<file path="config.mk">
export PLATFORM = sky130hd
export DESIGN_NAME = avalon_aes_regfile
export DESIGN_NICKNAME = d
export VERILOG_FILES = /design/src/rtl/avalon_aes_regfile.sv
export SDC_FILE = /design/constraint.sdc
export NUM_CORES = 1
export LEC_CHECK = 0
export CAP_MARGIN = 10
export CORE_ASPECT_RATIO = 1.75
export CORE_MARGIN = 5
export CORE_UTILIZATION = 53
export CTS_CLUSTER_SIZE = 10
export DETAILED_ROUTE_END_ITERATION = 10
export GPL_ROUTABILITY_DRIVEN = 0
export PLACE_DENSITY_LB_ADDON = 0.08
export SLEW_MARGIN = 10
export SYNTH_ARGS = -nofsm -noshare
export SYNTH_HDL_FRONTEND = slang
export SYNTH_SLANG_ARGS = --single-unit
</file>
<file path="constraint.sdc">
create_clock -name clk -period 21 [get_ports clk]
set_input_delay 5.25 -clock clk [delete_from_list [all_inputs] [get_ports clk]]
set_output_delay 5.25 -clock clk [all_outputs]
set_load 0.03 [all_outputs]
</file>
<file path="src/rtl/avalon_aes_regfile.sv">
// Avalon-MM register file for the AES conduit: key/ciphertext registers,
// start/done handshake with the core, result capture and timeout.
module avalon_aes_regfile #(
  parameter int unsigned TIMEOUT = 2048,
  parameter int unsigned CNT_W   = 16
) (
  input  logic         clk,
  input  logic         reset_n,
  input  logic         avs_chipselect,
  input  logic         avs_read,
  input  logic         avs_write,
  input  logic [3:0]   avs_address,
  input  logic [3:0]   avs_byteenable,
  input  logic [31:0]  avs_writedata,
  output logic [31:0]  avs_readdata,
  output logic [127:0] aes_key,
  output logic [127:0] aes_msg_enc,
  output logic         aes_start,
  input  logic         aes_done,
  input  logic [127:0] aes_msg_dec,
  output logic [31:0]  export_data
);

  typedef enum logic [1:0] {
    ST_IDLE = 2'd0,
    ST_RUN  = 2'd1,
    ST_DONE = 2'd2
  } state_e;

  state_e           state_q, state_d;
  logic [31:0]      key_q [4];
  logic [31:0]      key_d [4];
  logic [31:0]      msg_q [4];
  logic [31:0]      msg_d [4];
  logic [31:0]      dec_q [4];
  logic [31:0]      dec_d [4];
  logic [CNT_W-1:0] cnt_q, cnt_d;
  logic             start_q, start_d;
  logic             done_q, done_d;
  logic             tout_q, tout_d;
  logic             aes_start_q, aes_start_d;
  logic [31:0]      rdata_q, rdata_d;
  logic [31:0]      rd_word;

  logic wr_en, rd_en, wr_start, start_set, start_clr;

  assign wr_en     = avs_chipselect & avs_write;
  assign rd_en     = avs_chipselect & avs_read;
  assign wr_start  = wr_en & (avs_address == 4'd14) & avs_byteenable[0];
  assign start_set = wr_start & avs_writedata[0];
  assign start_clr = wr_start & ~avs_writedata[0];

  function automatic logic [31:0] merge_bytes(input logic [31:0] old_w,
                                              input logic [31:0] new_w,
                                              input logic [3:0]  be);
    logic [31:0] res;
    res = old_w;
    for (int unsigned b = 0; b < 4; b++) begin
      if (be[b]) res[8*b +: 8] = new_w[8*b +: 8];
    end
    return res;
  endfunction

  // Register writes and FSM share one process so RUN can lock key/msg writes.
  always_comb begin
    state_d = state_q;
    cnt_d   = cnt_q;
    start_d = start_q;
    done_d  = done_q;
    tout_d  = tout_q;
    rdata_d = rdata_q;
    for (int unsigned i = 0; i < 4; i++) begin
      key_d[i] = key_q[i];
      msg_d[i] = msg_q[i];
      dec_d[i] = dec_q[i];
    end

    if (wr_en && state_q != ST_RUN) begin
      case (avs_address[3:2])
        2'd0: key_d[avs_address[1:0]] =
                merge_bytes(key_q[avs_address[1:0]], avs_writedata, avs_byteenable);
        2'd1: msg_d[avs_address[1:0]] =
                merge_bytes(msg_q[avs_address[1:0]], avs_writedata, avs_byteenable);
        default: ;
      endcase
    end

    if (wr_start) start_d = avs_writedata[0];

    case (state_q)
      ST_IDLE: begin
        if (start_set) begin
          state_d = ST_RUN;
          cnt_d   = '0;
          done_d  = 1'b0;
          tout_d  = 1'b0;
        end
      end
      ST_RUN: begin
        // Abort outranks a same-cycle aes_done; the count is frozen as-is.
        if (start_clr) begin
          state_d = ST_IDLE;
        end else begin
          cnt_d = (cnt_q == '1) ? cnt_q : cnt_q + CNT_W'(1);
          if (aes_done) begin
            dec_d[0] = aes_msg_dec[127:96];
            dec_d[1] = aes_msg_dec[95:64];
            dec_d[2] = aes_msg_dec[63:32];
            dec_d[3] = aes_msg_dec[31:0];
            done_d   = 1'b1;
            state_d  = ST_DONE;
          end else if (cnt_q >= CNT_W'(TIMEOUT - 1)) begin
            done_d  = 1'b1;
            tout_d  = 1'b1;
            state_d = ST_DONE;
          end
        end
      end
      ST_DONE: begin
        if (start_clr) begin
          state_d = ST_IDLE;
          done_d  = 1'b0;
          tout_d  = 1'b0;
        end
      end
      default: state_d = ST_IDLE;
    endcase

    aes_start_d = (state_d == ST_RUN);

    if (rd_en) rdata_d = rd_word;
  end

  always_comb begin
    rd_word = '0;
    case (avs_address)
      4'd0, 4'd1, 4'd2, 4'd3:   rd_word = key_q[avs_address[1:0]];
      4'd4, 4'd5, 4'd6, 4'd7:   rd_word = msg_q[avs_address[1:0]];
      4'd8, 4'd9, 4'd10, 4'd11: rd_word = dec_q[avs_address[1:0]];
      4'd12:                    rd_word = {30'd0, state_q};
      4'd13:                    rd_word = 32'(cnt_q);
      4'd14:                    rd_word = {31'd0, start_q};
      4'd15:                    rd_word = {30'd0, tout_q, done_q};
      default:                  rd_word = '0;
    endcase
  end

  always_ff @(posedge clk) begin
    if (!reset_n) begin
      state_q     <= ST_IDLE;
      cnt_q       <= '0;
      start_q     <= 1'b0;
      done_q      <= 1'b0;
      tout_q      <= 1'b0;
      aes_start_q <= 1'b0;
      rdata_q     <= '0;
      for (int unsigned i = 0; i < 4; i++) begin
        key_q[i] <= '0;
        msg_q[i] <= '0;
        dec_q[i] <= '0;
      end
    end else begin
      state_q     <= state_d;
      cnt_q       <= cnt_d;
      start_q     <= start_d;
      done_q      <= done_d;
      tout_q      <= tout_d;
      aes_start_q <= aes_start_d;
      rdata_q     <= rdata_d;
      for (int unsigned i = 0; i < 4; i++) begin
        key_q[i] <= key_d[i];
        msg_q[i] <= msg_d[i];
        dec_q[i] <= dec_d[i];
      end
    end
  end

  assign avs_readdata = rdata_q;
  assign aes_start    = aes_start_q;
  assign aes_key      = {key_q[0], key_q[1], key_q[2], key_q[3]};
  assign aes_msg_enc  = {msg_q[0], msg_q[1], msg_q[2], msg_q[3]};
  assign export_data  = {key_q[0][31:16], key_q[3][15:0]};

endmodule

</file>
==> results.md, run 1 <==
- The area after detailed placement is between 20000 and 25000 sq um.
- The total nets after synthesis is 1918.
- The routed layout has 15.5k vias.
- The leakage power is 0.00868 uW.
- The internal portion of the total power is 1400 uW.
- The fraction of power consumed by sequential logic is 49.1%.
- Summed over its instances, the top area cell type makes up 31.6% of the synthesized netlist area.
- The number of hold violations in the final report is 0.
- The sequential cell area fraction in the yosys report is between 50% and 60%.
- In this run, post-CTS hold repair placed 0 buffers.
- Data on the critical path is required at its endpoint by 21.20 ns.
- TritonCTS built the clock tree.
- The number of clock sinks is between 400 and 500.
- The number of synthesis warnings is 0.
- The effective utilization at floorplan is a little over half.
- The category of the critical setup timing path is in2reg.
- The instance count of the mapped netlist is 1743.
- The maximum frequency from static timing analysis is about 0.12 GHz.
- With fillers left out, the area of the finished cells amounts to 25700 sq um.
- Yosys mapped a number of flops with a built-in enable equal to 128.
- In this run the tightest slew margin relative to its limit is 21.3%.
- The area added between synthesis and finish is 31.2%.
- Summing every instance area after synthesis gives 19600 sq um.
- The clock-pin slew of the registers on the worst-case setup and hold paths is ~0.050 ns.
- The analysis attributes to net switching a power of 423 uW.
- The end of the worst register-to-register path is dec_q[0][23].
- The root buffer cell chosen for the clock tree is sky130_fd_sc_hd__clkbuf_16.
- The post-DP HPWL is 41.9 mm.
- By area the synthesized netlist is led by sky130_fd_sc_hd__dfxtp_1 32%, sky130_fd_sc_hd__edfxtp_1 20%, sky130_fd_sc_hd__mux4_2 11%.
- The pin count of the biggest net entering global routing is 172.
- The arrival time of data at the critical path endpoint is 8.27 ns.
- The measured slew at the worst slew-check pin is 1.18 ns.
- In this run the worst path has a maximum fanout of 71.
- The via count of the first global-routing pass came to 15.3k.
- The area taken by multi-input logic gates is 8630 sq um.
- The peak ir drop on the vdd network is 0.0685 mV.
- The number of detailed-route iterations in the first pass is 5.
- The tightest min-delay check is of the reg2reg type.
- The largest area contributor in the netlist is sky130_fd_sc_hd__dfxtp_1.
- The detailed-route wire length per cell is 22.9 um.
- The number of antenna violations at the first check in global routing is 5.
- The synthesized design contains 438 register bits.
- The residual antenna-violating net count after detailed routing is 0.
- The fraction of power consumed by the clock network is 41.6%.
- The final critical path takes up 38.4% of the cycle.
- The wire length of the first global-routing pass is 90.9 mm.
- STA classifies the critical path startpoint as an input pin.
- In the layout the commonest cells are 491 x sky130_fd_sc_hd__clkdlybuf4s50_1, 310 x sky130_fd_sc_hd__dfxtp_1, 296 x sky130_fd_sc_hd__nor2_1.
- The via count normalized by instance count is a little under 6.
- The flow ran to the end, and the final reports show no timing, DRC or antenna violations.
- The worst hold path passes through 2 cells.
- The async set-reset flop share out of synthesis is 0%.
- The footprint of the flip-flops and latches is 10000 sq um.
- The number of levels the H-tree was split into is 2.
- The ratio of cells with drive above 1 in the final layout is 10.5%.
- The hold path startpoint is avs_readdata[5].
- The total number of nets in the final design is 2291.
- Dividing total power by cell area gives a power density of 70.9 nW/um^2.
- The fraction of power spent switching nets is 23.2%.
- Row generation in the floorplan step produced 93 rows.
- The core region is 36800 sq um.
- The distinct cell type count after synthesis is 51.
- The count of input and output buffers is 494.
- The clock latency at the later pin of the worst-skew pair is 0.57 ns.
- After layout, the minimum clock period comes to 8.07 ns.
- The number of clock buffers added by TritonCTS is 49.
- Counting along the longest clock path gives a buffer depth of 3.
- Gates resized during post-CTS repair numbered 0.
- The worst reg2reg path startpoint is state_q[0].
- The die covers between 40000 and 50000 sq um.
- The final number of setup-violating endpoints is 0.
- The worst reg-to-reg path cell count is 5.
- The total setup buffers inserted after CTS is 0.
- For the final database, setup skew stands at 0.0240 ns.
- The register-to-register path setup slack is 17.45 ns.
- The combinational share of power is under 10%.
- In this run, the number of DRC markers left after iteration 0 of detailed routing was 1175.
- The die extent in x is 155 um.
- Global routing consumed, over all layers together, between 20 and 30% of the routing resources.
- The type of destination of the critical path is a register.
- Among all flip-flop cells after synthesis, the most frequent one is sky130_fd_sc_hd__dfxtp_1.
- The max-slew violation count is 0.
- The floorplan die height is approximately 260 um.
- In this run the mean area of a mapped cell was 11.3 sq um.
- The count of fill cells added during filler insertion is around 2.8k.
- After global routing the overflow that remains totals 0.
- During I/O placement, the number of pins put on the boundary was 495.
- Setup repair after global routing left no endpoint under its margin.
- The endpoint of the worst hold-timing path is avs_readdata[5].
- The sum of negative setup slack is 0 ns.
- Across the run, the number of max-cap violations was 0.
- For this run, design rule violations remaining after detail routing come to 0.
- Leaving out fill and tap cells, the most frequent cell in the layout is sky130_fd_sc_hd__clkdlybuf4s50_1.
- Wires add up to 59.9 mm.
layer usage:
layer / track usage (%) / vias to the layer above / routed length [um]
met5: 0 / - / 0
met4: 13.5 / 0 / 3050
met3: 5.41 / 127 / 4580
met2: 46.7 / 729 / 29600
met1: 35.3 / 7504 / 22600
li1: - / 7176 / -
area by class of cell:
class	instances	share of cell area, %
timing repair buffer	512	19.7
inverter	4	0.0875
clock inverter	1	0.0340
sequential	438	39.0
clock buffer	68	5.24
tap	475	2.31
antenna	5	0.0486
multi-input combinational	1111	33.5
flip-flops by register name (all words and copies together) (netlist names):
name	cells
tout_q	1
avs_readdata	32
key_q	128
dec_q	128
state_q	2
msg_q	128
aes_start	1
cnt_q	16
start_q	1
done_q	1
worst max-delay path by stage:
stage / end / slack, ns / from
2_1_floorplan: dec_q[0][0] / 5.28 / avs_address[0]
3_3_place_gp: dec_q[1][25] / 12.46 / reset_n
3_5_place_dp: dec_q[2][25] / 12.37 / reset_n
4_1_cts: dec_q[0][23] / 12.96 / reset_n
5_1_grt: dec_q[3][26] / 12.67 / avs_address[3]
6_report: dec_q[0][23] / 12.93 / avs_address[3]
through the flow:
step           util [%]  total power (uW)  hold WS [ns]  worst slack, ns  cells
2_1_floorplan         -              1010         0.433             5.28   1743
3_3_place_gp       66.3              1080         0.441            12.46   2540
3_5_place_dp       66.3              1080         0.447            12.37   2540
4_1_cts            70.0              1840         0.461            12.96   2609
5_1_grt            70.0              1880         0.484            12.67   2614
6_report           70.0              1820         0.461            12.93   2614
Yosys cell counts (7+ instances only):
master                       n
sky130_fd_sc_hd__buf_4      37
sky130_fd_sc_hd__nor2_1    297
sky130_fd_sc_hd__o21ai_0    42
sky130_fd_sc_hd__a211oi_1  229
sky130_fd_sc_hd__a211oi_2   28
sky130_fd_sc_hd__nand3_1     7
sky130_fd_sc_hd__edfxtp_1  128
sky130_fd_sc_hd__a21oi_1    55
sky130_fd_sc_hd__and2_1    131
sky130_fd_sc_hd__dfxtp_1   310
sky130_fd_sc_hd__or4_1       7
sky130_fd_sc_hd__buf_1      22
sky130_fd_sc_hd__buf_6      10
sky130_fd_sc_hd__buf_2      43
sky130_fd_sc_hd__mux2i_1    97
sky130_fd_sc_hd__mux4_2     98
sky130_fd_sc_hd__nand2_1    34
sky130_fd_sc_hd__a22o_1     14
sky130_fd_sc_hd__clkbuf_1   78
sky130_fd_sc_hd__nor3_1      7
cells by family after synthesis:
logic type                 Yosys count  share of synthesized area, %
AOI/OAI and AO/OA                  395                          14.8
buffers and inverters              194                          5.07
DFF                                438                          51.2
and+or+nand+nor                    517                          12.5
muxes                              198                          16.4
adders and majority gates            1                        0.0637
critical path: stages:
cell and delay (ns):
sky130_fd_sc_hd__buf_2 0.71, sky130_fd_sc_hd__and4b_1 0.33, sky130_fd_sc_hd__nand4_1 0.17, sky130_fd_sc_hd__o21ai_0 0.81
sky130_fd_sc_hd__o21ai_4 0.09, sky130_fd_sc_hd__buf_4 0.35, sky130_fd_sc_hd__buf_4 0.48
power by group through the flow:
stage               combinational, uW  sequential [uW]  clock (uW)
finish                            169              896         759
global route                      180              897         805
floorplan                        78.9              932           0
CTS                               170              896         771
detailed placement                169              914           0
global placement                  167              913           0
No activity file was read; power rests on OpenSTA's default activity.
==> inputs of run 2 (changes only) <==
CORE_UTILIZATION = 45   (was 53)
clock period = 6.9 ns   (was 21 ns; I/O delays follow)
==> run 2 against run 1 <==
Clock skew fell by 0.0045 ns. Global-route usage down 3.8 points. Final cell count up 3.4%. Total power rose to 3.0 times the previous value. Critical endpoint is now dec_q[1][26]. Largest power group unchanged.
==> results.md, run 2 (synthesis results as in run 1) <==
- Run status: finished clean (unchanged).
- The sum of negative setup slack is 0 ns (unchanged).
- The number of hold violations in the final report came to 0 (unchanged).
- The total power is 5540 uW (was 1820 uW).
- Unrepaired setup endpoints after global routing: false (unchanged).
- The power density over cell area is 214 nW/um^2 (was 70.9 nW/um^2).
- The cell row count was 101 (was 93).
- The die extent in x is 168 um (was 155 um).
- The max-capacitance violation count is 0 (unchanged).
- Derived from the worst setup path, the maximum achievable clock frequency is 0.216 GHz.
- The delay of the slowest cell on the worst path is 0.81 ns (about the same).
- The required time of the critical path is 7.07 ns (was 21.20 ns).
- The peak ir drop on the vdd network is 0.197 mV (was 0.0685 mV).
- The worst reg-to-reg path cell count is 7 (was 5).
- The total number of cells along the worst setup path is 7 (unchanged).
- The share of the cycle needed by the critical path after routing is 67.2%.
- The kind of launch point of the worst setup path is an input pin (unchanged).
- The number of primary I/O pins is 495 (unchanged).
- The tightest slew margin relative to the limit is 20.1% (was 21.3%).
- The count of cells resized by post-cts repair came to 0 (unchanged).
- The measured slew at the worst slew-check pin is 1.20 ns (was 1.18 ns).
- The via count of the first global-routing pass is 15.3k (about the same).
- The max-slew violation count is 0 (unchanged).
- The number of buffer and inverter instances along the worst setup path is 3 (unchanged).
- The clock tree skew after final layout is 0.0194 ns (was 0.0240 ns).
- The total number of nets in the final design is 2290 (was 2291).
- The cell with the largest stage delay on the worst path is sky130_fd_sc_hd__buf_4 (was sky130_fd_sc_hd__o21ai_0).
- The ratio of cells with drive above 1 in the final layout is 10.4% (was 10.5%).
- The wire length of the first global-routing pass is 92.2 mm (was 90.9 mm).
- The number of clock sinks is 438 (unchanged).
- The residual antenna-violating net count after detailed routing came to 0 (unchanged).
- The clock latency at the later pin of the worst-skew pair was 0.56 ns (was 0.57 ns).
- The number of levels the H-tree was split into is 2 (unchanged).
- Worst path cell trace: buf_6 -> and4b_1 -> nand4_1 -> o21ai_0 -> o21ai_4 -> buf_4 -> buf_4 (was buf_2 -> and4b_1 -> nand4_1 -> o21ai_0 -> o21ai_4 -> buf_4 -> buf_4).
- Commonest non-fill, non-tap cells in the layout: 491 x sky130_fd_sc_hd__clkdlybuf4s50_1, 310 x sky130_fd_sc_hd__dfxtp_1, 296 x sky130_fd_sc_hd__nor2_1 (unchanged).
- The clock-pin slew of the registers on the worst-case setup and hold paths is 0.05 ns (about the same).
- The pin count of the biggest net entering global routing came to 176 (was 172).
- The number of buffers created by CTS was 49 (unchanged).
- The post-detailed-routing wire length is 61.1 mm (was 59.9 mm).
- The category of the critical setup timing path is in2reg (unchanged).
- The detailed router's first-iteration violation count is 1250 (was 1175).
- The maximum fanout along the worst path is 73 (was 71).
- The clock root buffer master is sky130_fd_sc_hd__clkbuf_16 (unchanged).
- The global router's overall resource usage was 24.3% (was 28.1%).
- The hold buffer count at cts is 0 (unchanged).
- The arrival time of data at the critical path endpoint is 4.80 ns (was 8.27 ns).
- The die area was 48100 sq um (was 41100 sq um).
- The final global-route overflow total is 0 (unchanged).
- The effective utilization at floorplan came to 45.3% (was 53.4%).
- Largest registers: dec_q (128), key_q (128), msg_q (128) (unchanged).
- The floorplan die height came to 286 um (was 265 um).
- The top cell family by delay on the critical path is buffers and inverters (unchanged).
- The most used cell along the critical path was sky130_fd_sc_hd__buf_4 (unchanged).
- The detailed-route wire length per cell was 22.6 um (was 22.9 um).
- The clock tree from TritonCTS was done (unchanged).
- The final cell count without fillers is 2703 (was 2614).
- The total number of vias was 15.3k (was 15.5k).
- The number of instances on the worst hold path was 2 (unchanged).
- The maximum root-to-sink buffer count was 3 (unchanged).
- The placeable core region came to 43300 sq um (was 36800 sq um).
- The classification of the worst-slack hold path was reg2reg (unchanged).
- The number of antenna violations at the first check in global routing is 5 (unchanged).
- The number of cells in the design after placement is 2630 (was 2540).
- The number of detailed-route iterations in the first pass is 5 (unchanged).
- The leakage power is 0.00866 uW (was 0.00868 uW).
- The DRC violation count after routing is 0 (unchanged).
- The count of input and output buffers is 494 (unchanged).
- The post-DP HPWL came to 43.6 mm (was 41.9 mm).
- The minimum clock period after layout is 4.63 ns.
- The final number of setup-violating endpoints is 0 (unchanged).
- The via count normalized by instance count is 5.64 (was 5.94).
- The area added between synthesis and finish is 31.7% (was 31.2%).
- The total setup buffers inserted after CTS is 0 (unchanged).
- The most common cell after layout, fill and taps aside is sky130_fd_sc_hd__clkdlybuf4s50_1 (unchanged).
- The type of destination of the critical path is a register (unchanged).
## run 2: layout make-up
class	instances	area (sq um)
Fill cell	3642	17500
Sequential cell	438	10000
Multi-Input combinational cell	1111	8640
Timing Repair Buffer	511	5070
Clock buffer	67	1340
Tap cell	566	708
Inverter	4	22.5
Antenna cell	5	12.5
Clock inverter	1	8.76
## run 2: worst paths after layout
check                                startpoint         endpoint  slack, ns
worst max register to register       state_q[0]     key_q[2][27]       3.66
worst min-delay path            avs_readdata[8]  avs_readdata[8]       0.45
worst min register to register  avs_readdata[8]  avs_readdata[8]       0.45
worst max-delay path             avs_address[0]     dec_q[1][26]       2.27
## run 2: worst register-to-register path, stage by stage, from the launching register on
cell,delay [ns]
sky130_fd_sc_hd__dfxtp_1,0.46
sky130_fd_sc_hd__nor2b_1,0.22
sky130_fd_sc_hd__buf_4,0.18
sky130_fd_sc_hd__or4_1,0.61
sky130_fd_sc_hd__nor3b_4,0.92
sky130_fd_sc_hd__buf_4,0.42
sky130_fd_sc_hd__nor2_1,0.09
sky130_fd_sc_hd__a211oi_1,0.22
## run 2: power breakdown
part,switching (uW),internal (uW)
clock network,976,1330
logic,281,233
registers,29.4,2700
total,1290,4260
## run 2: metrics by stage
stage	util, %	worst slack (ns)	instance area (sq um)	hold WS (ns)
final	59.6	2.27	25800	0.451
after global routing	59.6	1.98	25800	0.476
after CTS	59.6	2.22	25800	0.456
after detailed placement	56.5	1.64	24500	0.444
after global placement	56.5	1.73	24500	0.441
after floorplan	-	0.608	19600	0.433
## run 2: metal layers
metal	GRT usage, %	part of all wire [%]	up-vias	wire (um)
li1	-	-	7171	-
met1	30.2	38	7331	23400
met2	41.0	50	625	30300
met3	4.99	7.5	127	4560
met4	10.9	4.6	0	2820
met5	0	0	-	0
